<file path="src/rtl/cv32e40p_ifst_breakage_ctrl.sv">
// rtl/cv32e40p_ifst_breakage_ctrl.sv - per-replica error counters, sticky breakage flags and a serial breakage report handshake
// Flat replica index b = 3*submodule + replica throughout.
module cv32e40p_ifst_breakage_ctrl #(
    parameter int unsigned              N_SUB              = 6,
    parameter int unsigned              INC_DEC_BIT        = 2,
    parameter logic [INC_DEC_BIT-1:0]   INCREMENT          = INC_DEC_BIT'(1),
    parameter logic [INC_DEC_BIT-1:0]   DECREMENT          = INC_DEC_BIT'(1),
    parameter int unsigned              BREAKING_THRESHOLD = 3,
    parameter int unsigned              COUNT_BIT          = 8
) (
    input  logic                       clk,
    input  logic                       rst_n,
    input  logic                       err_valid_i,
    input  logic [3*N_SUB-1:0]         err_i,
    input  logic                       clear_i,
    output logic [3*N_SUB-1:0]         broken_o,
    output logic [N_SUB-1:0]           degraded_o,
    output logic                       fatal_o,
    output logic                       rep_req_o,
    output logic [$clog2(N_SUB)-1:0]   rep_sub_o,
    output logic [1:0]                 rep_replica_o,
    input  logic                       rep_ack_i
);

    localparam int unsigned NB    = 3 * N_SUB;
    localparam int unsigned IDX_W = $clog2(NB);
    localparam int unsigned SUB_W = $clog2(N_SUB);
    localparam int unsigned CW    = COUNT_BIT + 1;

    localparam logic [CW-1:0] CNT_MAX = {1'b0, {COUNT_BIT{1'b1}}};
    localparam logic [CW-1:0] INC_X   = CW'(INCREMENT);
    localparam logic [CW-1:0] DEC_X   = CW'(DECREMENT);

    localparam logic [0:0] ST_IDLE = 1'b0;
    localparam logic [0:0] ST_REQ  = 1'b1;

    logic [COUNT_BIT-1:0] cnt_q [NB];
    logic [COUNT_BIT-1:0] cnt_d [NB];
    logic [NB-1:0]        broken_q, broken_d;
    logic [NB-1:0]        pending_q, pending_d;
    logic [NB-1:0]        new_brk;
    logic [NB-1:0]        ack_mask;
    logic [0:0]           state_q, state_d;
    logic [IDX_W-1:0]     rep_idx_q, rep_idx_d;
    logic [SUB_W-1:0]     rep_sub_q, rep_sub_d;
    logic [1:0]           rep_replica_q, rep_replica_d;

    logic [CW-1:0]        cnt_ext;
    logic [CW-1:0]        cnt_sum;
    logic [CW-1:0]        cnt_nx;

    logic                 pick_found;
    logic [IDX_W-1:0]     pick_idx;
    logic [SUB_W-1:0]     pick_sub;
    logic [1:0]           pick_rep;

    logic [1:0]           pop;

    // Counters of broken replicas freeze; arithmetic is one bit wider so saturation can see the carry.
    always_comb begin
        new_brk = '0;
        cnt_ext = '0;
        cnt_sum = '0;
        cnt_nx  = '0;
        for (int b = 0; b < NB; b++) begin
            cnt_ext = {1'b0, cnt_q[b]};
            cnt_sum = cnt_ext + INC_X;
            if (err_i[b]) begin
                cnt_nx = (cnt_sum > CNT_MAX) ? CNT_MAX : cnt_sum;
            end else begin
                cnt_nx = (cnt_ext < DEC_X) ? '0 : (cnt_ext - DEC_X);
            end
            cnt_d[b] = cnt_q[b];
            if (clear_i) begin
                cnt_d[b] = '0;
            end else if (err_valid_i && !broken_q[b]) begin
                cnt_d[b]   = cnt_nx[COUNT_BIT-1:0];
                new_brk[b] = (32'(cnt_nx) >= BREAKING_THRESHOLD);
            end
        end
    end

    always_comb begin
        pick_found = 1'b0;
        pick_idx   = '0;
        pick_sub   = '0;
        pick_rep   = '0;
        for (int b = 0; b < NB; b++) begin
            if (pending_q[b] && !pick_found) begin
                pick_found = 1'b1;
                pick_idx   = IDX_W'(b);
                pick_sub   = SUB_W'(b / 3);
                pick_rep   = 2'(b % 3);
            end
        end
    end

    always_comb begin
        state_d       = state_q;
        rep_idx_d     = rep_idx_q;
        rep_sub_d     = rep_sub_q;
        rep_replica_d = rep_replica_q;
        ack_mask      = '0;
        if (clear_i) begin
            state_d       = ST_IDLE;
            rep_idx_d     = '0;
            rep_sub_d     = '0;
            rep_replica_d = '0;
        end else begin
            case (state_q)
                ST_IDLE: begin
                    if (pick_found) begin
                        rep_idx_d     = pick_idx;
                        rep_sub_d     = pick_sub;
                        rep_replica_d = pick_rep;
                        state_d       = ST_REQ;
                    end
                end
                ST_REQ: begin
                    if (rep_ack_i) begin
                        ack_mask[rep_idx_q] = 1'b1;
                        state_d             = ST_IDLE;
                    end
                end
                default: state_d = ST_IDLE;
            endcase
        end
    end

    always_comb begin
        if (clear_i) begin
            broken_d  = '0;
            pending_d = '0;
        end else begin
            broken_d  = broken_q | new_brk;
            pending_d = (pending_q & ~ack_mask) | new_brk;
        end
    end

    always_ff @(posedge clk or negedge rst_n) begin
        if (!rst_n) begin
            for (int b = 0; b < NB; b++) begin
                cnt_q[b] <= '0;
            end
            broken_q      <= '0;
            pending_q     <= '0;
            state_q       <= ST_IDLE;
            rep_idx_q     <= '0;
            rep_sub_q     <= '0;
            rep_replica_q <= '0;
        end else begin
            for (int b = 0; b < NB; b++) begin
                cnt_q[b] <= cnt_d[b];
            end
            broken_q      <= broken_d;
            pending_q     <= pending_d;
            state_q       <= state_d;
            rep_idx_q     <= rep_idx_d;
            rep_sub_q     <= rep_sub_d;
            rep_replica_q <= rep_replica_d;
        end
    end

    always_comb begin
        degraded_o = '0;
        fatal_o    = 1'b0;
        pop        = '0;
        for (int s = 0; s < N_SUB; s++) begin
            pop = 2'(broken_q[3*s]) + 2'(broken_q[3*s+1]) + 2'(broken_q[3*s+2]);
            degraded_o[s] = (pop == 2'd1);
            if (pop >= 2'd2) begin
                fatal_o = 1'b1;
            end
        end
    end

    assign broken_o      = broken_q;
    assign rep_req_o     = (state_q == ST_REQ);
    assign rep_sub_o     = rep_sub_q;
    assign rep_replica_o = rep_replica_q;

endmodule

</file>
<file path="config.mk">
export PLATFORM = sky130hd
export DESIGN_NAME = cv32e40p_ifst_breakage_ctrl
export DESIGN_NICKNAME = d
export VERILOG_FILES = /design/src/rtl/cv32e40p_ifst_breakage_ctrl.sv
export SDC_FILE = /design/constraint.sdc
export NUM_CORES = 1
export LEC_CHECK = 0
export ABC_CLOCK_PERIOD_IN_PS = 2400
export BUFFER_PORTS_ARGS = -buffer_cell sky130_fd_sc_hd__clkbuf_2
export CORE_UTILIZATION = 50
export CTS_BUF_LIST = sky130_fd_sc_hd__clkbuf_4 sky130_fd_sc_hd__clkbuf_8
export DETAILED_ROUTE_END_ITERATION = 10
export PLACE_DENSITY_LB_ADDON = 0.05
export SLEW_MARGIN = 20
export SYNTH_ARGS = -nofsm -noshare
export SYNTH_HDL_FRONTEND = slang
export SYNTH_SLANG_ARGS = --single-unit
</file>
<file path="constraint.sdc">
create_clock -name clk -period 2.4 [get_ports clk]
set_input_delay 0.48 -clock clk [delete_from_list [all_inputs] [get_ports clk]]
set_output_delay 0.48 -clock clk [all_outputs]
set_load 0.01 [all_outputs]
</file>
# After elaboration in Yosys (flattened, before gate mapping)
# Index checks and enable logic that the tools add are counted.
[word_totals] in_bits=23 reg_bits=191 out_inout_bits=31 wordCells=456
[classes] muxes=219 n_bitwise=5 addsub=48 eq_ne=7 order_cmp=62 n_reduce_logical=91
[ops] cell="9-bit two-way mux" count=54
[ops] cell="8-bit two-way mux" count=36
[ops] cell="8-bit by 1-bit adder with 9-bit output, second input constant" count=18
[ops] cell="9-bit by 2-bit greater-or-equal comparator with 1-bit output, second input constant" count=18
[ops] cell="9-bit by 8-bit > comparator with 1-bit output, second input constant" count=18
[ops] cell="8-bit by 1-bit subtractor with 9-bit output, second input constant" count=18
[ops] cell="8-bit by 1-bit less-than comparator with 1-bit output, second input constant" count=18
[ops] cell="5-bit two-way mux" count=19
[ops] cell="18-bit two-way mux" count=5
[ops] cell="1-bit two-way mux" count=67
[ops] cell="3-bit two-way mux" count=17
[ops] cell="2-bit two-way mux" count=19
[ops] cell="2-bit nonzero test" count=19
[ops] cell="1-bit logical AND" count=36
[ops] cell="18-bit OR" count=2
[ops] cell="1-bit logical NOT" count=35
[ops] cell="18-bit bitwise AND" count=1
[ops] cell="18-bit NOT" count=1
[ops] cell="1-bit by 1-bit adder with 2-bit output" count=6
[ops] cell="2-bit by 1-bit adder with 2-bit output" count=6
[ops] cell="2-bit by 1-bit equality test with 1-bit output, second input constant" count=6
[ops] cell="2-bit greater-or-equal comparator, second input constant" count=6
[ops] cell="5-bit by 6-bit less-than comparator with 1-bit output, second input constant" count=1
[ops] cell="1-bit demux with 5-bit select" count=1
[ops] cell="other kinds (5)" count=5

# Depth between registers and ports, before layout
[logic_depth] word_depth=55 mapped_depth=10 ltp_nobuf=9

# Worst setup path before layout
# No wires, ideal clock.
[synth_timing] path_type="flip-flop to flip-flop" from="register cnt_q[96] (netlist name)" to="register broken_q[5] (netlist: broken_o[5])" n_path_buf=1 arrival_ns=2.374 path_slack_ns=-0.105 path_stages_with_launch=11 t_required_ns=2.269 setup_ns=0.131 period_less_slack_ns=2.505 cell_sequence="dfrtp_1 clkbuf_1 inv_1 ha_1 or4b_2 nor3_1 o21bai_1 a22oi_1 nor4_1 and4b_1 o21ai_0"
[synth_via] elab_chain_len=9 elab_cells_between_ends=12 classes_between="2 x add/sub; 3 x order compare; 6 x mux; 1 x bitwise"
[synth_rtl] item="start: declaration" line_no="37" text="logic [COUNT_BIT-1:0] cnt_q [NB];"
[synth_rtl] item="start signal: indexed assignment" line_no="153" text="cnt_q[b] <= cnt_d[b];"
[synth_rtl] item="8-bit by 1-bit adder with 9-bit output" line_no="67" text="cnt_sum = cnt_ext + INC_X;"
[synth_rtl] item="9-bit by 8-bit > comparator with 1-bit output" line_no="69" text="cnt_nx = (cnt_sum > CNT_MAX) ? CNT_MAX : cnt_sum;"
[synth_rtl] item="9-bit two-way mux" line_no="69"
[synth_rtl] item="9-bit two-way mux (*)" line_no="68" text="if (err_i[b]) begin"
[synth_rtl] item="9-bit by 2-bit greater-or-equal comparator with 1-bit output (*)" line_no="78" text="new_brk[b] = (32'(cnt_nx) >= BREAKING_THRESHOLD);"
[synth_rtl] item="1-bit two-way mux (*)" line_no="76" text="end else if (err_valid_i && !broken_q[b]) begin"
[synth_rtl] item="1-bit two-way mux (*)" line_no="74" text="if (clear_i) begin"
[synth_rtl] item="18-bit OR (*)" line_no="135" text="broken_d = broken_q | new_brk;"
[synth_rtl] item="18-bit two-way mux (*)" line_no="131" text="if (clear_i) begin"
[synth_rtl] item="via broken_d[5]" line_no="39" text="logic [NB-1:0] broken_q, broken_d;"
[synth_rtl] item="end signal: assignment" line_no="155" text="broken_q <= broken_d;"
[synth_rtl] item="end: declaration" line_no="39"
# Mark *: on every way through the listed nets, which the timed path passes. The rest lies on a longest branch.
# A chain may end at the register's enable or synchronous reset.

# Final worst setup path
[layout_timing] from="register broken_q[8] (netlist: broken_o[8])" to="output fatal_o"
[layout_via] elab_chain_len=6
[layout_rtl] item="2-bit by 1-bit adder with 2-bit output" line_no="169" text="pop = 2'(broken_q[3*s]) + 2'(broken_q[3*s+1]) + 2'(broken_q[3*s+2]);"
[layout_rtl] item="2-bit greater-or-equal comparator" line_no="171" text="if (pop >= 2'd2) begin"
[layout_rtl] item="1-bit two-way mux (4 in series)" line_no="171"
[layout_rtl] item="end: declaration" line_no="18" text="output logic fatal_o,"
# No other way between the ends.

==> results.md <==
- Worst hold-check path type: primary input to flop
- Distinct cell type count after synthesis: 85
- Clk slew on worst S/H paths: about 0.09 ns
- Initial drt markers: 1139
- Via count: ~17000
- Sequential area share after synthesis: between 20 and 30%
- Switching part of the total power: between 40% and 50%
- Peak fanout along the critical path: 3
- Max Freq: about 0.40 GHz
- CP top delay family: adder cells
- Avg WL per Cell: about 17 um
- Max-Cap Viols: 0
- Failing checks: setup timing
- CTS tree: built
- Syn Area/Cell: around 7.4 um2
- Routed WL: between 40000 and 50000 um
- Status: finished, violations left
- Syn Inst Count: between 2000 and 2500
- Fin. max-slew vios: 0
- H-Tree Depth: 4
- Max Clock Skew: around 0.016 ns
- Initial antenna violation count: 1
- Final Power: roughly 14 mW
- Net Count, Synth: 2308
- Vias in the first global route: between 15000 and 20000
- Final Hold Violating Endpoints: 0
- Async SR Flop Fraction: between 90% and 100%
- Largest net degree at the start of global routing: 76
- Gr ovfl total: 0
- Worst setup margin: -0.0785 ns
- Most frequent cells in the layout: nor2_1 (309), buf_4 (263), nand2_1 (207)
- DIE HEIGHT: 183 um
- Post-route DRC: 0
- Port buffer count: 53
- Inserted Clock Buffers: 17
- Fin crit share: 103%
- Final Wtd Congestion: 0.927
- First-pass iteration count of the detailed router: 6
- Clk_lat worst skew: ~0.5 ns
- Commonest non-fill, non-tap cell in the layout: nor2_1
- P_int: roughly 8.0 mW
- Biggest cell delay along the critical path: approximately 0.46 ns
- CP startpoint kind: flop
- Total track usage: 28.7%
- Fraction of layout instances using a drive strength above 1: approximately a fifth
- Worst Tran Pin Value: approximately 0.75 ns
- Routed vias/inst: 6.15
- Flop pwr share: 31.1%
- RSZ-0062 raised after global routing: yes
- Crit path buf inv count: 2
- Top FF cell, synth: dfrtp_1
- Syn Std Cell Area: between 0.015 and 0.02 mm2
- CTS sink cnt: around 190
- CORE AREA: around 0.032 mm2
- Die W: 183 um
- Clk pwr share: 17.0%
- Power per cell area: roughly 700 mW/mm2
- Critical path arrival: roughly 2.0 ns
- Net load switching power: roughly 5.8 mW
- Global-route wire length before repair: just under 80000 um
- Synth warn: 0
- FP Rows: 65
- Nets: 2477
- Leakage power: just over 8 nW
- #FFs+latches synth: roughly 190
- Kind of end point of the critical path: primary output
- Clk root buf: clkbuf_8
- Initial Util: between 50% and 60%
- Critical path class: flop to primary output
- DIE AREA: approximately 0.034 mm2
- CP max stage cell: fa_2
- Final worst path period need: 2.48 ns
- Power share of the combinational group: 51.9%
- Routed Antenna Nets: 0
- Worst path required time: 1.92 ns
- Peak VDD IR: roughly 0.00042 V
- Synthesis-to-layout area growth: 19.1%
- Setup TNS: -0.203 ns
- Number of enable flip-flop cells after synthesis: 0
- Io pins: 54
- CTS Buffer Depth: 2
- Slew headroom: 49.7%
- Crit-path cells: fa_2 -> nor4_4 -> buf_4 -> nand2_2 -> buf_6
- Final HPWL DP: between 30000 and 40000 um
- Setup Viol. Count Final: 4
==> cell usage after synthesis, types with 8 or more instances <==
cell      count  area (um2)
a211oi_1     70         526
a21oi_1     148         741
a221oi_1     20         175
a22oi_1      14         105
a311oi_1     14         123
a31o_2        9        78.8
a31oi_1      50         313
and2_1       10        62.6
and3_1       33         206
buf_1        10        37.5
clkbuf_1    155         582
dfrtp_1     191        4780
ha_1         50         626
inv_1        83         312
mux2_2        8        90.1
mux2i_1      21         210
nand2_1     208         781
nand2b_1     33         206
nand3_1      83         415
nand3b_1     15         113
nand4_1      40         250
nor2_1      310        1160
nor2b_1      18         113
nor3_1      103         515
nor3b_1      15         113
nor4_1       37         231
nor4b_1       8        70.1
o211ai_1     32         240
o21a_1       19         143
o21ai_0     140         701
o22ai_1      17         106
o311ai_0      8        70.1
o31a_1       14         123
o31ai_1      18         135
or3_1        30         188
or4_1        20         150
xnor2_1      20         175
xor2_1       14         123
==> stage by stage <==
stage	std cells	hold slack, ns	worst slack (ns)	util, %	area, um2
finish	2847	0.322	-0.0785	61.2	19600
global route	2846	0.292	-0.172	61.2	19600
global placement	2795	0.416	-0.0878	58.0	18500
CTS	2830	0.290	-0.115	59.6	19100
floorplan	2229	0.184	0.00635	-	16400
detailed placement	2795	0.420	-0.142	58.0	18500
==> sequential cells by signal, indices dropped and copies added, names as in the netlist <==
signal	count
broken_o	18
rep_sub_o	3
cnt_ext	8
pending_q	18
rep_idx_q	5
cnt_q	136
rep_replica_o	2
rep_req_o	1
==> layer usage <==
metal	track usage [%]	routed length [um]
met3	3.55	2640
met5	0	0
met2	48.3	23100
met4	8.03	1020
met1	38.8	21900
==> cells by family after synthesis <==
logic type,after synthesis,synth area share [%]
mux,30,1.97
simple gates,998,29.8
flops,191,29.1
xor+xnor,34,1.81
compound gates,661,26.6
fa+ha+maj,58,4.66
buf+inv,257,6.01
==> path summary, 6_finish.rpt <==
kind	start	endpoint	slack, ns	depth (start not counted)
max	broken_o[8]	fatal_o	-0.08	5
min	clear_i	cnt_q[135]	0.32	2
max reg2reg	cnt_ext[2]	pending_q[17]	-0.06	8
min reg2reg	rep_sub_o[2]	rep_sub_o[2]	0.51	1
max in group asynchronous	rst_n	broken_o[8]	1.21	3
min in group asynchronous	rst_n	cnt_q[39]	0.49	2
==> power by group through the flow <==
stage	combinational, mW	clock [mW]	sequential, mW
2_1_floorplan	4.35	0	4.13
3_3_place_gp	6.48	0	4.31
3_5_place_dp	6.57	0	4.32
4_1_cts	6.67	2.40	4.26
5_1_grt	7.86	2.52	4.35
6_report	7.13	2.33	4.27
==> what timing repair did <==
action / 4_1_cts / 5_1_grt
gates resized for setup: 22 / 85
hold buffers: 1 / 0
pin swaps: 3 / 13
setup buffers: 2 / 16
setup endpoints to repair: 12 / 36
endpoints found under the hold margin: 41 / 0
==> final cells by class <==
cell class | count | area, um2
diodes | 1 | 2.50
clock inverters | 12 | 158
inverters | 84 | 315
fillers | 2911 | 12400
clock buffers | 20 | 269
well taps | 435 | 544
repair buffers | 323 | 2390
multi-input cells | 1781 | 11100
flip-flops and latches | 191 | 4800
==> worst register-to-register path, delay by kind of cell, from the launching register on <==
family | cells | cell delay [ns]
AO/OA/AOI/OAI | 2 | 0.11
AND/OR/NAND/NOR | 5 | 1.65
flip-flops | 1 | 0.39
buffers and inverters | 1 | 0.18
Power figures use the tool's default switching activity.
